File: src/rtl/router_pkg.sv
`default_nettype none
// ==== router_pkg : shared types/constants for the 1x3 router input controller (rev 1.0) ====
package router_pkg;

  localparam int NUM_PORTS = 3;
  localparam int ADDR_W    = 2;

  // Header address that names no destination; such packets are dropped.
  localparam logic [ADDR_W-1:0] INVALID_ADDR = 2'd3;

  typedef enum logic [2:0] {
    DECODE_ADDRESS     = 3'd0,
    WAIT_TILL_EMPTY    = 3'd1,
    LOAD_FIRST_DATA    = 3'd2,
    LOAD_DATA          = 3'd3,
    FIFO_FULL_STATE    = 3'd4,
    LOAD_AFTER_FULL    = 3'd5,
    LOAD_PARITY        = 3'd6,
    CHECK_PARITY_ERROR = 3'd7
  } state_t;

endpackage
`default_nettype wire

File: src/rtl/router_fsm_ctrl.sv
`default_nettype none
// ==== router_fsm_ctrl : input-side packet sequencing FSM for the 1x3 router (rev 1.0) ====
module router_fsm_ctrl
  import router_pkg::*;
(
  input  logic                 clock,
  input  logic                 reset,
  input  logic                 pkt_vld,
  input  logic [ADDR_W-1:0]    data_in,
  input  logic [NUM_PORTS-1:0] fifo_full,
  input  logic [NUM_PORTS-1:0] fifo_empty,
  input  logic [NUM_PORTS-1:0] soft_reset,
  input  logic                 parity_done,
  input  logic                 low_pkt_valid,
  output logic [ADDR_W-1:0]    dest_sel,
  output logic                 detect_add,
  output logic                 lfd_state,
  output logic                 ld_state,
  output logic                 laf_state,
  output logic                 full_state,
  output logic                 write_enb_reg,
  output logic                 rst_int_reg,
  output logic                 busy
);

  localparam int SEL_N = 1 << ADDR_W;
  localparam int PAD_W = SEL_N - NUM_PORTS;

  // Pad flag vectors to the full address range so any index is defined.
  logic [SEL_N-1:0] w_full_ext, w_empty_ext, w_srst_ext;
  assign w_full_ext  = {{PAD_W{1'b0}}, fifo_full};
  assign w_empty_ext = {{PAD_W{1'b0}}, fifo_empty};
  assign w_srst_ext  = {{PAD_W{1'b0}}, soft_reset};

  state_t            state_q, state_d;
  logic [ADDR_W-1:0] dest_sel_q, dest_sel_d;
  logic              w_f, w_e, w_sr, w_addr_ok;

  assign w_f       = w_full_ext[dest_sel_q];
  assign w_e       = w_empty_ext[dest_sel_q];
  assign w_sr      = w_srst_ext[dest_sel_q];
  assign w_addr_ok = (data_in != INVALID_ADDR);
  assign dest_sel  = dest_sel_q;

  always_comb begin
    state_d    = state_q;
    dest_sel_d = dest_sel_q;
    if (state_q != DECODE_ADDRESS && w_sr) begin
      state_d = DECODE_ADDRESS;
    end else begin
      case (state_q)
        DECODE_ADDRESS: begin
          if (pkt_vld && w_addr_ok) begin
            dest_sel_d = data_in;
            state_d    = w_empty_ext[data_in] ? LOAD_FIRST_DATA : WAIT_TILL_EMPTY;
          end
        end
        WAIT_TILL_EMPTY: if (w_e) state_d = LOAD_FIRST_DATA;
        LOAD_FIRST_DATA: state_d = LOAD_DATA;
        LOAD_DATA: begin
          if (w_f)           state_d = FIFO_FULL_STATE;
          else if (!pkt_vld) state_d = LOAD_PARITY;
        end
        FIFO_FULL_STATE: if (!w_f) state_d = LOAD_AFTER_FULL;
        LOAD_AFTER_FULL: begin
          if (parity_done)        state_d = DECODE_ADDRESS;
          else if (low_pkt_valid) state_d = LOAD_PARITY;
          else                    state_d = LOAD_DATA;
        end
        LOAD_PARITY:        state_d = CHECK_PARITY_ERROR;
        CHECK_PARITY_ERROR: state_d = w_f ? FIFO_FULL_STATE : DECODE_ADDRESS;
      endcase
    end
  end

  // Outputs are decoded from the next state so they align with state_q.
  always_ff @(posedge clock) begin
    if (reset) begin
      state_q       <= DECODE_ADDRESS;
      dest_sel_q    <= '0;
      detect_add    <= 1'b1;
      lfd_state     <= 1'b0;
      ld_state      <= 1'b0;
      laf_state     <= 1'b0;
      full_state    <= 1'b0;
      write_enb_reg <= 1'b0;
      rst_int_reg   <= 1'b0;
      busy          <= 1'b0;
    end else begin
      state_q       <= state_d;
      dest_sel_q    <= dest_sel_d;
      detect_add    <= (state_d == DECODE_ADDRESS);
      lfd_state     <= (state_d == LOAD_FIRST_DATA);
      ld_state      <= (state_d == LOAD_DATA);
      laf_state     <= (state_d == LOAD_AFTER_FULL);
      full_state    <= (state_d == FIFO_FULL_STATE);
      write_enb_reg <= (state_d inside {LOAD_DATA, LOAD_AFTER_FULL, LOAD_PARITY});
      rst_int_reg   <= (state_d == CHECK_PARITY_ERROR);
      busy          <= !(state_d inside {DECODE_ADDRESS, LOAD_DATA});
    end
  end

endmodule
`default_nettype wire

File: config.mk
export PLATFORM = sky130hd
export DESIGN_NAME = router_fsm_ctrl
export DESIGN_NICKNAME = d
export VERILOG_FILES = /design/src/rtl/router_pkg.sv /design/src/rtl/router_fsm_ctrl.sv
export SDC_FILE = /design/constraint.sdc
export NUM_CORES = 1
export LEC_CHECK = 0
export BUFFER_PORTS_ARGS = -buffer_cell sky130_fd_sc_hd__buf_2
export CORE_MARGIN = 4
export CORE_UTILIZATION = 48
export CTS_CLUSTER_SIZE = 16
export DETAILED_ROUTE_END_ITERATION = 8
export GPL_TIMING_DRIVEN = 0
export PLACE_DENSITY_LB_ADDON = 0.12
export SLEW_MARGIN = 20
export SYNTH_ARGS = -nofsm -noshare
export SYNTH_HDL_FRONTEND = slang
export SYNTH_SLANG_ARGS = --single-unit
File: constraint.sdc
create_clock -name clock -period 1.9 [get_ports clock]
set_input_delay 0.095 -clock clock [delete_from_list [all_inputs] [get_ports clock]]
set_output_delay 0.095 -clock clock [all_outputs]
set_load 0.02 [all_outputs]
; Word-level counts from Yosys, hierarchy flattened
; Cells that the tools add are included.
[word_totals]
ff_bits = 13
in_bits = 16
output_inout_bits = 10
elab_cells = 55
[classes]
order_cmp = 2
eq_ne = 14
muxes = 19
n_bitwise = 1
reduce_logical = 9
[op_table]
columns = cell, n
row1 = 3-bit 2-to-1 mux, 9
row2 = "3-bit equality test, second input constant", 8
row3 = 3-bit one-hot mux with 8 select lines, 1
row4 = "3-bit by 2-bit equality test with 1-bit output, second input constant", 4
row5 = 1-bit binary-select mux with 2-bit select, 4
row6 = 3-bit logical NOT, 2
row7 = "2-bit by 3-bit < comparator with 1-bit output, second input constant", 2
row8 = 3-bit nonzero test, 2
row9 = 1-bit 2-to-1 mux, 4
row10 = "3-bit by 1-bit equality test with 1-bit output, second input constant", 1
row11 = 3-bit AND reduction, 1
row12 = 1-bit logical AND, 2
row13 = 2-bit 2-to-1 mux, 1
row14 = "2-bit != test, second input constant", 1
row15 = 2-bit nonzero test, 1
row16 = 1-bit logical NOT, 1
row17 = 1-bit inverter, 1

; Logic depth before layout (Yosys ltp)
[logic_depth]
ltp_word = 9
depth_mapped = 8
depth_no_buf = 6

; Least setup slack after synthesis
; No wires, ideal clock.
[synth_timing]
kind = register -> register
start = register dest_sel_q[0], in the netlist dest_sel[0]
end = register write_enb_reg
setup_time_ns = 0.130
t_arrival_ns = 1.694
required_time_ns = 1.770
setup_slack_ns = 0.076
path_stages_with_launch = 8
path_buffers = 1
synth_period_minus_slack_ns = 1.824
path_cell_list = dfxtp_1 buf_2 nor2_1 a221o_1 a22oi_2 a22oi_2 a221oi_1 nor3_2
[synth_between]
elab_chain_cells = 7
word_cells_on_any_way = 17
cone_classes = eq/ne (3) / mux (12) / reduce/logical (2)
[synth_rtl]
columns = element, line
row1 = start: declaration, router_fsm_ctrl.sv:36  ; logic [ADDR_W-1:0] dest_sel_q, dest_sel_d;
row2 = start signal: assignment, router_fsm_ctrl.sv:91  ; dest_sel_q <= dest_sel_d;
row3 = "1-bit binary-select mux with 2-bit select, on equally long branches", "router_fsm_ctrl.sv:39, router_fsm_ctrl.sv:40"
row4 = "1-bit 2-to-1 mux, on equally long branches", "router_fsm_ctrl.sv:39, router_fsm_ctrl.sv:40"
row5 = "3-bit 2-to-1 mux, on equally long branches", n/a
row6 = 3-bit one-hot mux with 8 select lines, router_fsm_ctrl.sv:51  ; case (state_q)
row7 = 3-bit 2-to-1 mux *, router_fsm_ctrl.sv:48  ; if (state_q != DECODE_ADDRESS && w_sr) begin
row8 = 3-bit by 2-bit equality test with 1-bit output or 3-bit equality test (tied branches), router_fsm_ctrl.sv:97  ; write_enb_reg <= (state_d inside {LOAD_DATA, LOAD_AFTER_FULL, LOAD_PARITY});
row9 = 3-bit nonzero test *, router_fsm_ctrl.sv:97
row10 = end signal: assignment, router_fsm_ctrl.sv:97
row11 = end: declaration, router_fsm_ctrl.sv:21  ; output logic write_enb_reg,
; Every way passes the cells marked *; elsewhere a longest branch is shown, timed or not. The select of a mux whose other input is x is not followed.
; A chain may end at the register's enable or synchronous reset.

; Final worst setup path
[layout_timing]
start = register dest_sel_q[1], in the netlist dest_sel[1]
end = register full_state
[layout_between]
elab_chain_cells = 6
word_cells_on_any_way = 14
cone_classes = eq/ne (1) / mux (12) / reduce/logical (1)
[layout_rtl]
columns = element, line
row1 = "1-bit binary-select mux with 2-bit select, on equally long branches", "router_fsm_ctrl.sv:39, router_fsm_ctrl.sv:40"
row2 = "1-bit 2-to-1 mux, on equally long branches", "router_fsm_ctrl.sv:39, router_fsm_ctrl.sv:40"
row3 = "3-bit 2-to-1 mux, on equally long branches", n/a
row4 = 3-bit one-hot mux with 8 select lines, router_fsm_ctrl.sv:51
row5 = 3-bit 2-to-1 mux *, router_fsm_ctrl.sv:48
row6 = 3-bit equality test *, router_fsm_ctrl.sv:96  ; full_state <= (state_d == FIFO_FULL_STATE);
row7 = end signal: assignment, router_fsm_ctrl.sv:96
row8 = end: declaration, router_fsm_ctrl.sv:20  ; output logic full_state,
; Marked as above.

==> flow_metrics.tcl <==
set metrics [dict create \
    fin_crit_sh_pct 96.1 \
    gp_congestion 0.781 \
    synthCells 84 \
    synth_fa_ha_area_share_pct 0 \
    fin_area_sq_um 983 \
    synthFlopType "dfxtp_1" \
    synth_top_family_by_area "compound AO/OA/AOI/OAI gates" \
    dp_hpwl_um 1370 \
    ys_types 45 \
    slew_headroom_pct 69.7 \
    layout_common_cells "27 x buf_2, 13 x dfxtp_1, 7 x nor2_1, 7 x mux2i_1" \
    crit_start "dest_sel[1]$_SDFFE_PP0P_" \
    grt_pass1_wl_um 3050 \
    layout.cells.non_filler 131 \
    synth_compound_area_share_pct 24.1 \
    initial_core_util_pct 51.9 \
    hold_class "in2reg" \
    worst_slew_pin_slew_ns 0.455 \
    regArea_sq_um 260 \
    htree_levels 1 \
    max-cap-violations 0 \
    drtAntennaViolNets 0 \
    top_level_ports 26 \
    ir_drop_uv 640 \
    via_per_inst 5.60 \
    clock_latency_ns 0.27 \
    grt_usage_pct 15.6 \
    crit_chain "buf_6 -> mux2i_2 -> o221ai_2 -> a32oi_2 -> or2_1 -> buf_6 -> nor2_2 -> and3_1" \
    finalCriticalPeriod_ns 1.83 \
    path_class "reg2reg" \
    yosys.area_share.xor_xnor_pct 1.11 \
    skew_ns 0.00513 \
    drt-initial-drc-count 12 \
    drive_gt1_share_pct 42.6 \
    yosysSeqAreaShare_pct 32.9 \
    cp-end-kind "register" \
    drc 0 \
    hold_buffers 0 \
    core_sq_um 1520 \
    p_per_area_nw_per_um2 741 \
    nNetsFinal 132 \
    reg2reg_to "full_state$_SDFF_PP0_" \
    path_clk_slew_ns 0.08 \
    cp_max_fo 8 \
    reg2reg_from "dest_sel[1]$_SDFFE_PP0P_" \
    reg2reg_depth 8 \
    vias 733 \
    dpl.cell_count 125 \
    fin_util_pct 64.5 \
    num_rows 14 \
    grt_pass1_vias 726 \
    cp.depth 8 \
    fmax_ghz 0.548 \
    antenna_cells 0 \
    crit_path_start_kind "register" \
    synth_edf_count 0 \
    firstDrtPassIters 4 \
    ys_seq_elements 13 \
    syn-num-nets 100 \
    cts_tree "done" \
    die_area_sq_um 2360 \
    syn2layout_area_growth_pct 24.4 \
    overflow 0 \
    crit_family "compound AO/OA/AOI/OAI gates" \
    clock-root-buffer "clkbuf_4" \
    cp_data_required_time_ns 2.07 \
    slowest_stage "dfxtp_1" \
    clk_path_buf_depth 2 \
    hold_viol 0 \
    largest_reg_flops 3 \
    worst-path-buf-inv 2 \
    synthArstFlopShare_pct 0 \
    setup_viol 0 \
    fin_tns_setup_ns 0 \
    synthMuxAreaShare_pct 10.6 \
    status "finished, final reports clean" \
    grt_max_degree 11 \
    synthSimpleGateAreaFrac_pct 23.9 \
    cts-buffers-inserted 3 \
    r2r_slack_ns 0.07 \
    multi_input_area_sq_um 478 \
    placed_area_sq_um 936 \
    critPathArrivalTime_ns 1.99 \
    syn_area_sq_um 791 \
    die_w_um 48.6 \
    top_register "state_q" \
    num-fill-cells 142 \
    p_leak_nw 0.431 \
    wl_um 1800 \
    busiest_layer "met2" \
    antenna_found_initial 0 \
    slowest_delay_ns 0.34 \
    port_buffers 25 \
    die_height_um 48.6 \
    gr-usage-met1_pct 18.5 \
    fin_hold_ws_ns 0.0218 \
    met2_usage_pct 27.8 \
    worst_path_most_repeated_cell "buf_6" \
    final_common_cell "buf_2" \
    synth.avg_cell_area_sq_um 9.41 \
    yosys_warnings 0 \
    endpoint "full_state$_SDFF_PP0_" \
    slew_violations 0 \
    wire_per_inst_um 13.7 \
    cts.sinks 13 \
    use_met3_pct 2.45 \
]
==> worst register-to-register path, delay by kind of cell, from the launching register on <==
| family | cells | cell delay, ns |
|---|---|---|
| simple gates | 3 | 0.37 |
| compound gates | 2 | 0.48 |
| buf+inv | 2 | 0.25 |
| flops | 1 | 0.34 |
| mux | 1 | 0.28 |
==> per-stage QoR <==
stage | power [mW] | setup slack (ns)
floorplan | 0.489 | 0.0762
global placement | 0.548 | 0.111
detailed placement | 0.555 | 0.0963
CTS | 0.724 | 0.0747
global route | 0.779 | -0.00360
finish | 0.729 | 0.0736
==> where the power goes <==
group          switching [mW]  internal [mW]
registers              0.0110          0.295
clock network          0.0808         0.0812
logic                   0.149          0.112
total                   0.241          0.488
==> area by class of cell <==
class	instances	area share (%)
Buffer	6	4.45
Sequential cell	13	26.5
Tap cell	16	2.04
Inverter	4	1.53
Clock buffer	4	2.67
Multi-Input combinational cell	61	48.6
Timing Repair Buffer	27	14.2
==> cell usage after synthesis, types with 2 or more instances <==
cell      count  area, sq um
mux2i_1       7         70.1
dfxtp_1      13          260
nand2_1       2         7.51
nand3b_1      3         22.5
a221oi_1      2         17.5
buf_2         2         10.0
a22oi_2       2         25.0
a21oi_1       2         10.0
inv_1         3         11.3
buf_6         2         22.5
o21ai_0       2         10.0
nor2_1        7         26.3
nand2b_1      3         18.8
nor2b_1       2         12.5
nor3_2        2         20.0
==> repair_timing <==
| action | in CTS | in global routing |
|---|---|---|
| gates resized for setup | 0 | 2 |
| setup buffers | 0 | 2 |
| setup endpoints to repair | 0 | 2 |
==> logic make-up (layout without fill, tap and decap cells) <==
kind of cell              after synthesis  after routing
buffers and inverters                  10             41
DFF                                    13             13
xor gates and xnor gates                1              1
muxes                                   8              8
AOI/OAI and AO/OA                      21             21
and+or+nand+nor                        31             31
==> how the worst min path moves through the flow <==
stage	end	startpoint	depth (start not counted)	slack, ns
floorplan	rst_int_reg$_SDFF_PP0_	reset	1	0.17
global route	state_q[2]$_SDFF_PP0_	reset	2	0.02
detailed placement	state_q[2]$_SDFF_PP0_	reset	2	0.31
global placement	state_q[2]$_SDFF_PP0_	reset	2	0.30
finish	state_q[2]$_SDFF_PP0_	reset	2	0.02
CTS	state_q[2]$_SDFF_PP0_	reset	2	0.01
==> routing by layer <==
metal	wire, um	share of wire, %
met1	802	45
met2	930	52
met3	56	3.1
met4	8	0.44
met5	0	0
Note: power is estimated with default switching activity, not from simulation.
